### src/rtl/div_seq_ctrl.sv
// rtl/div_seq_ctrl.sv - multi-cycle restoring divide/remainder sequencer with pipeline stall
module div_seq_ctrl (
    input  logic        clk,
    input  logic        rst,
    input  logic        start_i,
    input  logic [4:0]  alu_op_i,
    input  logic [31:0] a_i,
    input  logic [31:0] b_i,
    input  logic        flush_i,
    output logic        stall_o,
    output logic        done_o,
    output logic [31:0] result_o
);

    localparam logic [4:0] OP_DIVU = 5'b01101;
    localparam logic [4:0] OP_DIVS = 5'b01110;
    localparam logic [4:0] OP_REMU = 5'b01111;
    localparam logic [4:0] OP_REMS = 5'b10000;

    typedef enum logic [2:0] {S_IDLE, S_PREP, S_CALC, S_FIX, S_DONE} state_t;

    state_t      r_state;
    logic [5:0]  r_cnt;
    logic        r_signed;
    logic        r_is_rem;
    logic        r_neg_q;
    logic        r_neg_r;
    logic [31:0] r_a;
    logic [31:0] r_b;
    logic [31:0] r_rem;
    logic [31:0] r_quo;
    logic [31:0] r_result;
    logic        r_done;
    logic        r_stall;

    logic        w_div_class;
    logic        w_signed_in;
    logic        w_rem_in;
    logic        w_accept;
    logic        w_special;
    logic [31:0] w_special_res;
    logic [32:0] w_shift;
    logic [32:0] w_diff;
    logic [31:0] w_q_fix;
    logic [31:0] w_r_fix;

    assign w_div_class = (alu_op_i == OP_DIVU) || (alu_op_i == OP_DIVS) ||
                         (alu_op_i == OP_REMU) || (alu_op_i == OP_REMS);
    assign w_signed_in = (alu_op_i == OP_DIVS) || (alu_op_i == OP_REMS);
    assign w_rem_in    = (alu_op_i == OP_REMU) || (alu_op_i == OP_REMS);
    assign w_accept    = (r_state == S_IDLE) && start_i && w_div_class && !flush_i;

    // Divide-by-zero and signed overflow resolve at accept without iterating
    assign w_special     = (b_i == 32'd0) ||
                           (w_signed_in && (a_i == 32'h8000_0000) && (b_i == 32'hFFFF_FFFF));
    assign w_special_res = (b_i == 32'd0) ? (w_rem_in ? a_i : 32'hFFFF_FFFF)
                                          : (w_rem_in ? 32'd0 : 32'h8000_0000);

    // Partial remainder is 33 bits only transiently; after each step it fits in 32
    assign w_shift = {r_rem, r_quo[31]};
    assign w_diff  = w_shift - {1'b0, r_b};

    assign w_q_fix = r_neg_q ? (~r_quo + 32'd1) : r_quo;
    assign w_r_fix = r_neg_r ? (~r_rem + 32'd1) : r_rem;

    // The accept term is gated by rst so reset forces stall low regardless of start_i
    assign stall_o  = r_stall || (rst && w_accept);
    assign done_o   = r_done;
    assign result_o = r_result;

    always_ff @(posedge clk or negedge rst) begin
        if (!rst) begin
            r_state  <= S_IDLE;
            r_cnt    <= 6'd0;
            r_signed <= 1'b0;
            r_is_rem <= 1'b0;
            r_neg_q  <= 1'b0;
            r_neg_r  <= 1'b0;
            r_a      <= 32'd0;
            r_b      <= 32'd0;
            r_rem    <= 32'd0;
            r_quo    <= 32'd0;
            r_result <= 32'd0;
            r_done   <= 1'b0;
            r_stall  <= 1'b0;
        end else if (flush_i) begin
            r_state <= S_IDLE;
            r_cnt   <= 6'd0;
            r_done  <= 1'b0;
            r_stall <= 1'b0;
        end else begin
            case (r_state)
                S_IDLE: begin
                    r_done <= 1'b0;
                    if (w_accept) begin
                        r_signed <= w_signed_in;
                        r_is_rem <= w_rem_in;
                        r_neg_q  <= w_signed_in && (a_i[31] ^ b_i[31]);
                        r_neg_r  <= w_signed_in && a_i[31];
                        r_a      <= a_i;
                        r_b      <= b_i;
                        if (w_special) begin
                            r_result <= w_special_res;
                            r_done   <= 1'b1;
                            r_state  <= S_DONE;
                        end else begin
                            r_stall <= 1'b1;
                            r_state <= S_PREP;
                        end
                    end
                end
                S_PREP: begin
                    r_quo   <= (r_signed && r_a[31]) ? (~r_a + 32'd1) : r_a;
                    r_b     <= (r_signed && r_b[31]) ? (~r_b + 32'd1) : r_b;
                    r_rem   <= 32'd0;
                    r_cnt   <= 6'd0;
                    r_state <= S_CALC;
                end
                S_CALC: begin
                    r_rem <= w_diff[32] ? w_shift[31:0] : w_diff[31:0];
                    r_quo <= {r_quo[30:0], ~w_diff[32]};
                    r_cnt <= r_cnt + 6'd1;
                    if (r_cnt == 6'd31) begin
                        r_state <= S_FIX;
                    end
                end
                S_FIX: begin
                    r_result <= r_is_rem ? w_r_fix : w_q_fix;
                    r_done   <= 1'b1;
                    r_stall  <= 1'b0;
                    r_state  <= S_DONE;
                end
                S_DONE: begin
                    r_done  <= 1'b0;
                    r_state <= S_IDLE;
                end
                default: begin
                    r_state <= S_IDLE;
                end
            endcase
        end
    end

endmodule
### config.mk
export PLATFORM = sky130hd
export DESIGN_NAME = div_seq_ctrl
export DESIGN_NICKNAME = d
export VERILOG_FILES = /design/src/rtl/div_seq_ctrl.sv
export SDC_FILE = /design/constraint.sdc
export NUM_CORES = 1
export LEC_CHECK = 0
export CORE_AREA = 3 3 212 214
export CTS_BUF_LIST = sky130_fd_sc_hd__clkbuf_4 sky130_fd_sc_hd__clkbuf_8
export DETAILED_ROUTE_END_ITERATION = 10
export DIE_AREA = 0 0 215 217
export GPL_TIMING_DRIVEN = 0
export HOLD_SLACK_MARGIN = 0.08
export PLACE_DENSITY_LB_ADDON = 0.15
export RECOVER_POWER = 100
export SLEW_MARGIN = 20
export SYNTH_ARGS = -nofsm -noshare
export SYNTH_HDL_FRONTEND = slang
export SYNTH_SLANG_ARGS = --single-unit
### constraint.sdc
create_clock -name clk -period 4.8 [get_ports clk]
set_input_delay 0.96 -clock clk [delete_from_list [all_inputs] [get_ports clk]]
set_output_delay 0.96 -clock clk [all_outputs]
set_load 0.05 [all_outputs]
==> flow_summary.toml, run 1 <==
[status]
run_status = "finished with violations"
violations = "capacitance limit, slew limit"

[sta]
skew_ns = 0.0300
finalSetupViolCount = 0
final.min_clock_period_ns = 4.66
hold_viol_final = 0
tightest_slew_ns = 2.04
final_max_slew_viol_count = 32
max_clock_freq_mhz = 215
rsz0062_at_grt = "no"
period_share_pct = 97.0
relSlewSlack_pct = -36.0

[die]
core_um2 = 43100
die_area_um2 = 46700
start_util_pct = 28.9
num_rows = 76
die_x_um = 215
dieHeight_um = 217
ioPinCount = 107

[critical_path]
crit_family = "buffers and inverters"
start_kind = "input pin"
end_kind = "output port"
worst_path_max_delay_cell = "clkdlybuf4s50_1"
ff2ff_setup_slack_ns = 0.41
max_stage_delay_ns = 0.47
worstPathCellList = "clkdlybuf4s50_1 -> or3b_1 -> nor3_1 -> o21ai_1 -> nand3b_1 -> nor2_2 -> clkbuf_4 -> a21o_1 -> clkdlybuf4s15_2"
crit_type = "in2out"
critPathArrivalTime_ns = 3.70
crit_required_ns = 3.84
crit_buf_inv = 3
critical_path.max_fanout = 10

[final_layout]
final_cell_mix = "nand2_1, dfrtp_1, a21oi_1"
area_delta_synth_final_pct = 18.4
antenna_cells = 0
final_common_cell = "nand2_1"
fin_util_pct = 34.2
drive_above_1_share_pct = 3.22
nets = 1839

[global_route]
antenna_found_initial = 0
grt_max_degree = 88
grt_pass1_vias = 12091
grt_pass1_wl_um = 74300
gr-total-overflow = 0
grtUsageTotal_pct = 20.6

[drt]
viasPerCell = 5.34
remaining_drc_errors = 0
detail-route-antenna-nets = 0
wl_per_cell_um = 20.9
detailroute.via_count = 12426
dr.first_iter.drc_count = 1097
wl_um = 48600
drtPass1Iterations = 7

[placement]
dp_hpwl_um = 37800
routabilityCongestion = 0.899
portBuffers = 105

[power_and_ir_drop]
power_density_nw_per_um2 = 476
ir_drop_mv = 0.208
p_total_mw = 7.00
power.leakage_nw = 6.26

[synth]
synth_cells = 1601
synth-warning-count = 0
synth.avg_cell_area_um2 = 7.76
syn_nets = 1712
synth_edf_count = 0
ys_ff_latch = 175
synth-main-ff-cell = "dfrtp_1"
synth_area_um2 = 12400
async_reset_ff_share_pct = 100
seq_area_frac_synth_pct = 35.2
ys_types = 69

[clock_network]
numCtsBuffers = 17
cts.root.buffer_cell = "clkbuf_8"
cts.sinks = 175
cts_hold_buf = 0
clk_latency_ns = 0.53
htree_levels = 4
clockBufferDepth = 2
clkTransAtPathRegs_ns = 0.12
tritoncts = "yes"

[flow_run]
cap_violations = 1

[hold_path]
min_path_type = "reg2reg"
==> kinds of logic (layout without fill, tap and decap cells) <==
kind of cell	after synthesis	in the layout	synth area share, %
flops	175	175	35.2
fa+ha+maj	38	38	3.89
compound gates	502	502	24.2
buf+inv	152	292	4.63
xor+xnor	114	114	8.03
simple gates	595	595	22.0
mux	25	25	2.01
==> per-stage QoR <==
step | cells | area, um^2 | TNS (ns) | hold WS (ns) | worst slack [ns]
finish | 2326 | 14700 | 0 | 0.484 | 0.144
CTS | 2326 | 14700 | 0 | 0.248 | 0.0195
detailed placement | 2294 | 14300 | -16.80 | 0.474 | -0.859
floorplan | 1601 | 12400 | 0 | 0.452 | 1.15
global route | 2326 | 14700 | 0 | 0.510 | 0.0150
global placement | 2291 | 14200 | -953.85 | 0.470 | -5.31
==> metal layers <==
layer,track usage [%],share of wire (%)
met5,0,0
met2,34.2,47
met1,27.2,44
met3,2.76,4.8
met4,8.31,3.6
==> where the power goes <==
| group | switching, mW | internal [mW] | total, mW |
|---|---|---|---|
| combinational | 2.12 | 1.23 | 3.35 |
| clock | 0.658 | 0.534 | 1.19 |
| sequential | 0.577 | 1.89 | 2.46 |
| total | 3.36 | 3.65 | 7.00 |
==> final timing paths <==
| kind | endpoint | depth (start not counted) | startpoint |
|---|---|---|---|
| worst min-delay path | result_o[15] | 2 | result_o[15] |
| worst max-delay path | stall_o | 9 | alu_op_i[4] |
| max in group asynchronous | r_rem[25] | 2 | rst |
| worst min register to register | result_o[15] | 2 | result_o[15] |
| min in group asynchronous | result_o[11] | 1 | rst |
| worst max register to register | r_rem[7] | 14 | r_rem[0] |
==> registers in the layout (all words and copies together) (netlist names) <==
| register | count |
|---|---|
| r_a | 32 |
| r_stall | 1 |
| r_signed | 1 |
| r_is_rem | 1 |
| r_cnt | 6 |
| done_o | 1 |
| r_quo | 32 |
| r_state | 3 |
| result_o | 32 |
| r_b | 32 |
| r_neg_q | 1 |
| r_rem | 32 |
| r_neg_r | 1 |
==> synthesized netlist by cell type, types with 7 or more instances <==
cell,instances,area (um^2)
nand4_1,17,106
nor2_1,129,484
o311ai_1,7,61.3
nor3_1,43,215
o31ai_1,27,203
o21ai_1,89,445
nand3_1,38,190
clkbuf_1,88,330
xnor2_1,58,508
o21ai_0,85,425
a31oi_1,13,81.3
nand2_1,264,991
o21a_1,8,60.1
a22oi_1,8,60.1
or3_1,18,113
nor4_1,21,131
or4_1,14,105
nor2b_1,7,43.8
xor2_1,56,490
a21o_1,14,105
a211oi_1,9,67.6
ha_1,37,463
inv_1,56,210
o41ai_1,13,114
a21oi_1,151,756
mux2i_1,25,250
dfrtp_1,175,4380
o22ai_1,31,194
==> final cells by class <==
cell class              instances  area, um^2
plain buffers                  96         369
fillers                      4630       28400
well taps                     585         732
clock inverters                15         205
flip-flops and latches        175        4380
clock buffers                  17         234
inverters                      56         210
multi-input cells            1274        7480
repair buffers                108        1100
==> worst reg2reg max path, delay by kind of cell, from the launching register on <==
family / cells / cell delay [ns]
AOI/OAI and AO/OA: 8 / 2.00
buffers and inverters: 3 / 0.97
adders and majority gates: 1 / 0.45
DFF: 1 / 0.38
and+or+nand+nor: 1 / 0.23
muxes: 1 / 0.22
==> timing repair <==
| item | CTS | global route |
|---|---|---|
| buffers inserted | 0 | 0 |
| endpoints found under the setup margin | 10 | 27 |
| gates resized for setup | 7 | 2 |
Power figures use the tool's default switching activity.
==> run 2: changes to the inputs <==
==> constraint.sdc (replaced) <==
create_clock -name clk -period 5.7 [get_ports clk]
set_input_delay 1.14 -clock clk [delete_from_list [all_inputs] [get_ports clk]]
set_output_delay 1.14 -clock clk [all_outputs]
set_load 0.05 [all_outputs]
==> run 2 against run 1 <==
  * The flow still finishes with violations (capacitance limit, slew limit)
  * Critical path depth is the same
  * Routed wire length grew 0.24%
  * Global-route usage is essentially flat
  * Register-to-register slack gained 0.47 ns
  * Critical endpoint unchanged
  * Combinational power shrank 16%
  * Cell area shrank 0.28%
  * Die area is the same
  * Worst hold slack is essentially flat
  * Highest routed layer unchanged
  * Total power shrank 16%
==> flow_summary.toml, run 2 (synthesis gave the netlist of run 1 again) <==
[clock_network]
clk_latency_ns = 0.53
numCtsBuffers = 17
postCtsResizedCells = 2
clockBufferDepth = 2
post_cts_buffers = 0
cts.sinks = 175
htree_levels = 4
tritoncts = "yes"
cts_hold_buf = 0
cts.root.buffer_cell = "clkbuf_8"
clkTransAtPathRegs_ns = 0.12

[drt]
viasPerCell = 5.36
drtPass1Iterations = 6
remaining_drc_errors = 0
wl_um = 48700
detail-route-antenna-nets = 0
dr.first_iter.drc_count = 1098
detailroute.via_count = 12463
wl_per_cell_um = 21.0

[critical_path]
end_kind = "output port"
crit_type = "in2out"
worstPathCellList = "clkdlybuf4s50_1 -> or3b_1 -> nor3_1 -> o21ai_0 -> nand3b_1 -> nor2_1 -> clkbuf_2 -> a21o_1 -> dlygate4sd2_1"
ff2ff_setup_slack_ns = 0.88
r2r_start = "r_rem[0]"
reg2reg_to = "r_rem[7]"
start_kind = "input pin"
crit_buf_inv = 3
crit_required_ns = 4.56
worst_path_max_delay_cell = "dlygate4sd2_1"
critical_path.max_fanout = 10
critPathArrivalTime_ns = 4.40
crit_family = "buffers and inverters"
r2r_cells = 14
max_stage_delay_ns = 0.53

[sta]
final.min_clock_period_ns = 5.54
hold_ws_ns = 0.484
tightest_slew_ns = 2.31
rsz0062_at_grt = "no"
relSlewSlack_pct = -53.8
max_clock_freq_mhz = 181
period_share_pct = 97.1
finalSetupViolCount = 0
timing.final.ws_setup_ns = 0.163
final_max_slew_viol_count = 121
hold_viol_final = 0
timing.setup.tns_ns = 0
skew_ns = 0.0330

[final_layout]
antenna_cells = 0
drive_above_1_share_pct = 2.87
final_cell_area_um2 = 14700
fillers = 4639
regArea_um2 = 4380
final_common_cell = "nand2_1"
area_delta_synth_final_pct = 18.1
nets = 1839
multi_input_area_um2 = 7470
final_cell_mix = "nand2_1, dfrtp_1, a21oi_1"

[hold_path]
min_path_type = "reg2reg"
min_from = "result_o[12]"
hold_end = "result_o[12]"
hold_depth = 2

[global_route]
grt_max_degree = 88
gr-total-overflow = 0
grt_pass1_vias = 12085
antenna_found_initial = 0
grt_pass1_wl_um = 74200
grtUsageTotal_pct = 20.6

[placement]
placedInstanceArea_um2 = 14300
dp_hpwl_um = 37800
portBuffers = 105
dp_slack_ns = -0.319
routabilityCongestion = 0.899

[die]
start_util_pct = 28.9
die_x_um = 215
ioPinCount = 107
num_rows = 76
dieHeight_um = 217
core_um2 = 43100
die_area_um2 = 46700

[power_and_ir_drop]
ir_drop_mv = 0.176
p_total_mw = 5.90
power.leakage_nw = 6.24
power_density_nw_per_um2 = 402

[status]
violations = "capacitance limit, slew limit"
run_status = "finished with violations"

[flow_run]
cap_violations = 2
run 2: layout make-up:
type | count | area share (%)
inverters | 56 | 1.43
clock buffers | 17 | 1.59
repair buffers | 108 | 7.36
clock inverters | 15 | 1.40
flip-flops and latches | 175 | 29.8
plain buffers | 96 | 2.47
multi-input cells | 1274 | 50.9
well taps | 585 | 4.99
run 2: how the worst max path moves through the flow:
stage	startpoint	slack [ns]	depth (start not counted)	endpoint
2_1_floorplan	alu_op_i[3]	1.69	7	stall_o
3_3_place_gp	rst	-4.72	3	stall_o
3_5_place_dp	alu_op_i[4]	-0.32	9	stall_o
4_1_cts	alu_op_i[4]	0.21	9	stall_o
5_1_grt	alu_op_i[4]	0.07	9	stall_o
6_report	alu_op_i[4]	0.16	9	stall_o
run 2: report_power, final:
part,internal (mW),total [mW],switching (mW)
combinational,1.03,2.82,1.79
sequential,1.59,2.08,0.488
clock,0.449,1.00,0.554
run 2: routing by layer:
metal	track usage, %	part of all wire, %
met5	0	0
met4	8.31	3.5
met3	2.76	3.9
met2	34.2	48
met1	27.2	45
run 2: worst min-delay path, cell delays in order, from the launching register on:
cell     delay, ns
dfrtp_1       0.36
nand2_1       0.04
o21ai_0       0.06
run 2: through the flow:
stage	util (%)	std cells
finish	34.1	2326
global route	34.1	2326
CTS	34.2	2326
detailed placement	33.2	2294
global placement	33.0	2291
floorplan	-	1601
==> run 3: changes to the inputs <==
--- a/config.mk
+++ b/config.mk
@@ -13,7 +13,6 @@
 export HOLD_SLACK_MARGIN = 0.08
 export PLACE_DENSITY_LB_ADDON = 0.15
 export RECOVER_POWER = 100
-export SLEW_MARGIN = 20
 export SYNTH_ARGS = -nofsm -noshare
 export SYNTH_HDL_FRONTEND = slang
 export SYNTH_SLANG_ARGS = --single-unit
==> run 3 against run 2 <==
  * The flow still finishes with violations (capacitance limit, slew limit)
  * Total power shrank 0.35%
  * Worst hold slack got worse by 0.0031 ns
  * Setup slack better by 0.053 ns
  * Fmax is 0.96% higher
  * Non-clock buffer count is 1 lower
  * Clock-buffer cell count rose by 4
  * Sequential share of layout area rose by 0.074 points
  * Routed wire length down 0.75%
  * Via count decreased by 0.97%
  * Critical path depth unchanged
  * Register-to-register slack got worse by 0.09 ns
  * Sequential cell count stayed put
==> flow_summary.toml, run 3 (synthesis gave the netlist of run 1 again) <==
[clock_network]
cts.sinks = 175
tritoncts = "yes"
clockBufferDepth = 2
clkTransAtPathRegs_ns = 0.11
htree_levels = 4
cts.root.buffer_cell = "clkbuf_8"
clk_latency_ns = 0.52
post_cts_buffers = 0
cts_hold_buf = 0
numCtsBuffers = 17

[sta]
rsz0062_at_grt = "no"
period_share_pct = 96.2
hold_viol_final = 0
finalSetupViolCount = 0
final.min_clock_period_ns = 5.48
relSlewSlack_pct = -90.4
final_max_slew_viol_count = 119
skew_ns = 0.0245
tightest_slew_ns = 2.86
max_clock_freq_mhz = 182
timing.final.ws_setup_ns = 0.215

[final_layout]
final_common_cell = "nand2_1"
nets = 1838
final_cell_area_um2 = 14600
drive_above_1_share_pct = 2.82
area_delta_synth_final_pct = 17.8
fillers = 4604
final_cell_mix = "nand2_1, dfrtp_1, a21oi_1"
antenna_cells = 0

[global_route]
grt_pass1_wl_um = 73800
antenna_found_initial = 0
grt_max_degree = 111
grt_pass1_vias = 12131
gr-total-overflow = 0
grtUsageTotal_pct = 20.5

[placement]
dp_slack_ns = -0.309
portBuffers = 105
placedInstanceArea_um2 = 14300
dp_hpwl_um = 37600
routabilityCongestion = 0.899

[drt]
viasPerCell = 5.31
drtPass1Iterations = 5
remaining_drc_errors = 0
wl_um = 48400
wl_per_cell_um = 20.8
detailroute.via_count = 12342
dr.first_iter.drc_count = 913
detail-route-antenna-nets = 0

[die]
core_um2 = 43100
ioPinCount = 107
dieHeight_um = 217
die_x_um = 215
num_rows = 76
start_util_pct = 28.9
die_area_um2 = 46700

[status]
run_status = "finished with violations"
violations = "capacitance limit, slew limit"

[hold_path]
min_path_type = "reg2reg"

[power_and_ir_drop]
p_total_mw = 5.88
ir_drop_mv = 0.201
power_density_nw_per_um2 = 402
power.leakage_nw = 6.24

[critical_path]
crit_type = "in2out"
end_kind = "output port"
critPathArrivalTime_ns = 4.34
crit_required_ns = 4.56
start_kind = "input pin"
critical_path.max_fanout = 10

[flow_run]
cap_violations = 2
run 3: changes by cell type in the layout (fill, tap and decap cells not counted), sizes merged:
cell and delta:
clkbuf +3, clkdlybuf4s50 -1, clkinv -4, dlygate4sd3 +1
run 3: where the power goes:
part	internal [mW]	leakage, nW	switching, mW
Sequential	1.59	2.26	0.485
Combinational	1.03	3.76	1.78
Clock	0.472	0.219	0.523
Total	3.09	6.24	2.79
run 3: worst paths after layout:
| path | to | cells past startpoint | start | slack, ns |
|---|---|---|---|---|
| max | stall_o | 9 | alu_op_i[4] | 0.22 |
| min | result_o[12] | 2 | result_o[12] | 0.48 |
| max reg2reg | r_rem[7] | 14 | r_rem[0] | 0.79 |
| min reg2reg | result_o[12] | 2 | result_o[12] | 0.48 |
| max in group asynchronous | r_rem[26] | 2 | rst | 1.95 |
| min in group asynchronous | r_a[9] | 1 | rst | 0.56 |
run 3: worst max-delay path, stage by stage:
cell and delay (ns):
clkdlybuf4s50_1 0.47, or3b_1 0.36, nor3_1 0.21, o21ai_0 0.33, nand3b_1 0.32, nor2_1 0.39, clkbuf_2 0.39, a21o_1 0.19
dlygate4sd2_1 0.53
run 3: cell type report:
| type | count | area [um^2] | area share, % |
|---|---|---|---|
| Timing Repair Buffer | 107 | 1060 | 7.27 |
| Sequential cell | 175 | 4380 | 29.9 |
| Multi-Input combinational cell | 1274 | 7460 | 51.0 |
| Clock inverter | 11 | 151 | 1.03 |
| Buffer | 96 | 363 | 2.48 |
| Inverter | 56 | 210 | 1.44 |
| Tap cell | 585 | 732 | 5.00 |
| Clock buffer | 21 | 277 | 1.89 |
run 3: metrics by stage:
stage | util [%] | setup TNS (ns) | hold slack, ns | instances
global route | 34.0 | 0 | 0.510 | 2325
CTS | 34.1 | 0 | 0.500 | 2324
floorplan | - | 0 | 0.452 | 1601
global placement | 33.0 | -803.50 | 0.470 | 2291
detailed placement | 33.1 | -0.309 | 0.474 | 2292
finish | 34.0 | 0 | 0.481 | 2325
run 3: timing repair:
item | 4_1_cts | 5_1_grt
hold endpoints to repair | 0 | 0
endpoints found under the setup margin | 1 | 0
resized for setup | 2 | 0
run 3: per-layer routing:
layer,wire (um),share of wire (%),track usage [%],vias up
met3,2020,4.2,2.62,75
met4,1770,3.7,8.20,0
met1,21600,45,26.8,5954
li1,-,-,-,5976
met5,0,0,0,-
met2,23000,48,34.4,337
